--- config.mk ---
export PLATFORM = sky130hd
export DESIGN_NAME = reg_file
export DESIGN_NICKNAME = d
export VERILOG_FILES = /design/src/rtl/reg_file.sv
export SDC_FILE = /design/constraint.sdc
export NUM_CORES = 2
export LEC_CHECK = 0
export BUFFER_PORTS_ARGS = -buffer_cell sky130_fd_sc_hd__buf_4
export CAP_MARGIN = 10
export CORE_MARGIN = 2
export CORE_UTILIZATION = 55
export CTS_CLUSTER_DIAMETER = 200
export DETAILED_ROUTE_END_ITERATION = 6
export PLACE_DENSITY = 0.75
export SYNTH_ARGS = -nofsm -noshare
export SYNTH_HDL_FRONTEND = slang
export SYNTH_SLANG_ARGS = --single-unit
--- constraint.sdc ---
create_clock -name clk -period 4.1 [get_ports clk]
set_clock_uncertainty 0.2 [all_clocks]
set_input_delay 0.41 -clock clk [delete_from_list [all_inputs] [get_ports clk]]
set_output_delay 0.41 -clock clk [all_outputs]
set_load 0.01 [all_outputs]
--- src/rtl/reg_file.sv ---
// 32-entry MIPS general-purpose register file: two combinational read ports,
// one synchronous write port, r0 hardwired to zero, same-cycle write-to-read bypass.
module reg_file #(
  parameter int WIDTH  = 32,
  parameter int ADDR_W = 5
) (
  input  logic              clk,
  input  logic              rst_n,
  input  logic [ADDR_W-1:0] ReadReg1,
  input  logic [ADDR_W-1:0] ReadReg2,
  input  logic [ADDR_W-1:0] WriteReg,
  input  logic [WIDTH-1:0]  WriteData,
  input  logic              RegWrite,
  output logic [WIDTH-1:0]  Data1,
  output logic [WIDTH-1:0]  Data2
);

  localparam int DEPTH = 1 << ADDR_W;

  logic [WIDTH-1:0] mem [DEPTH];
  logic             write_ok;

  // A write to r0 is dropped here so entry 0 never leaves its reset value.
  assign write_ok = RegWrite && (WriteReg != '0);

  always_ff @(posedge clk) begin
    if (!rst_n) begin
      for (int i = 0; i < DEPTH; i++) begin
        mem[i] <= '0;
      end
    end else if (write_ok) begin
      mem[WriteReg] <= WriteData;
    end
  end

  // Reset forces zero; otherwise r0 reads zero, a matching write bypasses, else storage.
  function automatic logic [WIDTH-1:0] read_port(input logic [ADDR_W-1:0] addr);
    logic [WIDTH-1:0] val;
    val = '0;
    if (!rst_n || addr == '0) begin
      val = '0;
    end else if (RegWrite && WriteReg == addr) begin
      val = WriteData;
    end else begin
      val = mem[addr];
    end
    return val;
  endfunction

  always_comb begin
    Data1 = read_port(ReadReg1);
    Data2 = read_port(ReadReg2);
  end

endmodule

After elaboration in Yosys (flattened, before gate mapping)
Memory sizes are Yosys's and may differ from the RTL's.
Cells that the tools add are included.
{"block": "totals", "register_bits": 0, "latch_bits": 0, "ram_bits": 1024, "mem_bits_ro": 0, "inputBits": 50, "output_inout_bits": 64, "word_cells": 24, "memories": 1}
{"memory": "mem", "depth": 32, "width": 32, "rd": 2, "rd_clocked_by_memory_dff": 0, "write_ports": 32, "line": "20", "rtl": "logic [WIDTH-1:0] mem [DEPTH];"}
{"block": "classes", "n_addsub": 0, "mul": 0, "n_div": 0, "n_lt_le_gt_ge": 0, "eq_ne": 2, "shifts": 0, "n_mux": 11, "bitwise_logic": 0, "n_reduce_logical": 10}
{"operator": "32-bit 2-to-1 mux", "count": 5}
{"operator": "32-bit OR reduction", "count": 1}
{"operator": "5-bit equality test", "count": 2}
{"operator": "5-bit zero test", "count": 2}
{"operator": "1-bit 2-to-1 mux", "count": 5}
{"operator": "5-bit 2-to-1 mux", "count": 1}
{"operator": "5-bit nonzero test", "count": 1}
{"operator": "1-bit logical AND", "count": 3}
{"operator": "1-bit logical OR", "count": 2}
{"operator": "1-bit zero test", "count": 1}

Logic depth before layout (Yosys ltp)
{"block": "logic_depth", "ltp_word": 7, "ltp_mapped": 9, "ltp_nobuf": 5}

Worst setup path after synthesis
OpenSTA, ideal clock, no wires.
{"block": "synth_path", "path_type": "input to register", "startpoint": "in WriteReg[2]", "endpoint": "mem mem[11][0] (enable)", "setup_time_ns": 0.466, "t_arrival_ns": 3.505, "t_required_ns": 3.434, "path_slack_ns": -0.070, "path_stages": 4, "n_path_buf": 2, "path_cell_list": "buf_2 or3b_2 clkbuf_1 o21ai_0"}
{"item": "start: declaration", "line": "11", "rtl": "input logic [ADDR_W-1:0] WriteReg,"}
{"item": "end: declaration", "line": "20"}

Worst setup path after layout
{"block": "layout_path", "startpoint": "in ReadReg1[2]", "endpoint": "out Data1[17]"}
{"block": "layout_between", "elab_chain_len": 4, "word_cells_on_any_way": 7, "cone_classes": "eq/ne (1); mux (2); reduce/logical (3); memory (1)"}
{"item": "start: declaration", "line": "9", "rtl": "input logic [ADDR_W-1:0] ReadReg1,"}
{"item": "parallel branches: the longest is 3 deep, another holds memory read 32 x 32 bit"}
{"item": "32-bit 2-to-1 mux (*)", "line": "40", "rtl": "if (!rst_n || addr == '0) begin"}
{"item": "end: declaration", "line": "14", "rtl": "output logic [WIDTH-1:0] Data1,"}
Every way passes the cells marked *.

==> flow_summary_export.csv <==
group,metric,value,unit
drt,wl_per_cell,37.4,um
global_route,grt_pass1_vias,37600,
synthesis,post_synth_num_cell_types,44,
synthesis,synth.most_common_cell,"sky130_fd_sc_hd__edfxtp_1",
finish,layout.cells.non_filler,5243,
power_and_ir_drop,leakage_power,0.0216,uW
worst_setup_path,worstSetupEndpointType,"output port",
timing,report.final.setup_viol,0,
synthesis,yosysTopAreaCellShare,55.9,%
worst_setup_path,path_common_cell,"sky130_fd_sc_hd__buf_4",
drt,detail_route.wirelength,196000,um
synthesis,yosys_warnings,0,
worst_setup_path,crit_type,"in -> out",
place,hpwlAfterDp,117000,um
floorplan,pin_count,114,
floorplan,fp.dieW,320,um
clocking,htree_levels,3,
hold_path,timing.hold.worst.class,"in -> reg",
synthesis,yosys_most_used_dff,"sky130_fd_sc_hd__edfxtp_1",
floorplan,initial_core_util,55.2,%
floorplan,fp.dieArea,103000,um2
worst_setup_path,worstPathCellList,"buf_4, nor2_4, buf_4, buf_4, a22oi_1, nand2_1, a32o_1, buf_4",
timing,final_min_period_over_clock_period,89.9,%
global_route,groute.usage.overall,38.2,%
power_and_ir_drop,pwr-share-comb,12.9,%
drt,postRouteAntennaNets,0,
power_and_ir_drop,swShare,25.4,%
worst_setup_path,critical_path_buf_inv_count,4,
timing,worst_slew_pin_slew,1.26,ns
global_route,grt_overflow,0,
clocking,cts_resized,0,
synthesis,netlist_instances,3839,
worst_setup_path,worst_ep_arrival_time,3.07,ns
timing,final_hold_viol_count,0,
finish,footprint_of_the_multi_input_gates,23100,um2
global_route,grt_max_degree,71,
power_and_ir_drop,fin_total_pwr,25100,uW
drt,firstDrtPassIters,6,
worst_setup_path,worst-path-max-fanout,41,
timing,timing.final.crit_period,3.68,ns
place,place.gp.congestion,0.918,
finish,max_flop_register,"mem",
outcome,outcome,"completed",
power_and_ir_drop,power_density,407,nW/um2
finish,largestRegisters,"mem (1024)",
synthesis,ys_async_sr_fraction,0,%
synthesis,synth_sequential_area_ratio,55.9,%
floorplan,floorplan.die.height,320,um
worst_setup_path,max_incr_delay_on_cp,0.72,ns
finish,final_nets,3899,
power_and_ir_drop,clockPowerShare,37.8,%
clocking,cts_root_buffer_type,"sky130_fd_sc_hd__clkbuf_16",
finish,synthToLayoutAreaGrowth,12.2,%
place,portBuffers,113,
job,max-cap-violations,0,
clocking,clock_tree.buffer_depth,3,
floorplan,placeableCoreArea,99700,um2
clocking,tritoncts.num_buffers,104,
drt,drt-vias-per-instance,7.33,
timing,timing_max_transition_violations_final,0,
power_and_ir_drop,p_int,18700,uW
synthesis,synth_top_cells_by_count,"sky130_fd_sc_hd__edfxtp_1 (1,024), sky130_fd_sc_hd__and2_1 (993), sky130_fd_sc_hd__mux4_2 (386)",
timing,finalSetupTns,0,ns
floorplan,floorplan.rows,116,
power_and_ir_drop,switching_power,6380,uW
power_and_ir_drop,vdd_drop_max,0.358,mV
synthesis,synth_area_leaders,"sky130_fd_sc_hd__edfxtp_1 (56%), sky130_fd_sc_hd__mux4_2 (16%), sky130_fd_sc_hd__and2_1 (11%)",
timing,unrepaired_setup_endpoints_after_global_routing,"false",
clocking,clock-sinks,1024,
worst_setup_path,cpMaxStageDelayCell,"sky130_fd_sc_hd__buf_4",
synthesis,synth-edff-count,1024,
clocking,path_clk_slew,0.06,ns
worst_setup_path,cpLargestDelayFamily,"buffers and inverters",
timing,whs,0.0190,ns
synthesis,post-synth-top-area-cell,"sky130_fd_sc_hd__edfxtp_1",
timing,slew_headroom,16.3,%
drt,dr.first_iter.drc_count,7195,
worst_setup_path,worst_setup_path_start_kind,"input pin",
synthesis,yosys_register_bits,1024,
drt,remaining_drc_errors,0,
global_route,grt_pass1_wl,275000,um
finish,number_of_flip_flops_in_the_largest_register,1024,
worst_setup_path,cp_data_required_time,3.49,ns
timing,fmaxAchievable,271,MHz
global_route,grt_antenna_before_repair,20,
finish,ff_latch_area,30700,um2
power_and_ir_drop,power_frac_seq,49.4,%
finish,post_route_cells_drive_above_1_share,22.8,%
synthesis,synth.cell_area,55000,um2
finish,filler_cell_count,7186,
place,numPlacedInstances,5040,
clocking,tritoncts,"done",
synthesis,synth.avg_cell_area,14.3,um2
drt,detailroute.via_count,38400,
-- area by class of cell --
cell class / instances / area share, %
Clock buffer: 124 / 4.44
Sequential cell: 1024 / 49.8
Multi-Input combinational cell: 2420 / 37.4
Tap cell: 1298 / 2.63
Antenna cell: 15 / 0.0608
Clock inverter: 63 / 0.901
Inverter: 3 / 0.0182
Timing Repair Buffer: 296 / 4.72
-- cells by family after synthesis --
group	Yosys count	synth area share, %
other	1	0.00681
AO/OA/AOI/OAI	478	6.58
flip-flops	1024	55.9
XOR/XNOR	10	0.159
AND/OR/NAND/NOR	1261	13.5
buffers and inverters	426	3.54
multiplexers	639	20.4
-- power by group through the flow --
stage	combinational (uW)	sequential (uW)	clock [uW]
3_3_place_gp	3080	12600	0
5_1_grt	3290	12500	9860
3_5_place_dp	3100	12600	0
6_report	3230	12400	9490
4_1_cts	3120	12400	9430
2_1_floorplan	1900	12500	0
-- per-stage QoR --
stage	area, um2	utilization [%]	worst slack (ns)
3_3_place_gp	58400	58.6	0.654
6_report	61800	61.9	0.416
4_1_cts	61700	61.9	0.647
2_1_floorplan	55200	-	-0.0702
5_1_grt	61700	61.9	0.479
3_5_place_dp	58400	58.6	0.647
-- worst paths after layout --
path,from,endpoint,cells after the start
worst max-delay path,ReadReg1[2],Data1[17],8
worst min-delay path,WriteData[4],mem[17][4],2
-- layer usage --
metal | track usage (%) | wire (um) | vias up
met2 | 54.7 | 83500 | 3725
met5 | 0.331 | 53 | -
met4 | 22.5 | 14000 | 8
met3 | 15.2 | 33800 | 872
met1 | 49.3 | 64800 | 19000
li1 | - | - | 14800
-- repair_timing --
item,CTS,global route
setup buffers,0,0
hold endpoints to repair,12,0
hold buffers,1,0
-- cell usage in the layout, fill, tap and decap left out, drive strengths merged, types with 3 or more instances in the layout --
master	netlist	routed
nand3b	4	4
a21oi	63	63
and2	994	994
xor2	4	4
a221oi	63	63
o311ai	30	30
buf	143	295
mux4	386	386
a221o	31	31
a22oi	97	97
clkinvlp	0	3
clkbuf	280	124
diode	0	15
o22ai	32	32
nand3	37	37
clkinv	0	47
mux2i	253	253
conb	1	32
nor2b	34	34
bufinv	0	10
nor2	73	73
o221ai	32	32
o21bai	32	32
nor3	4	4
o21ai	32	32
nand2	105	105
xnor2	6	6
inv	3	6
a211oi	32	32
edfxtp	1024	1024
a32o	32	32
Power figures use the tool's default switching activity.
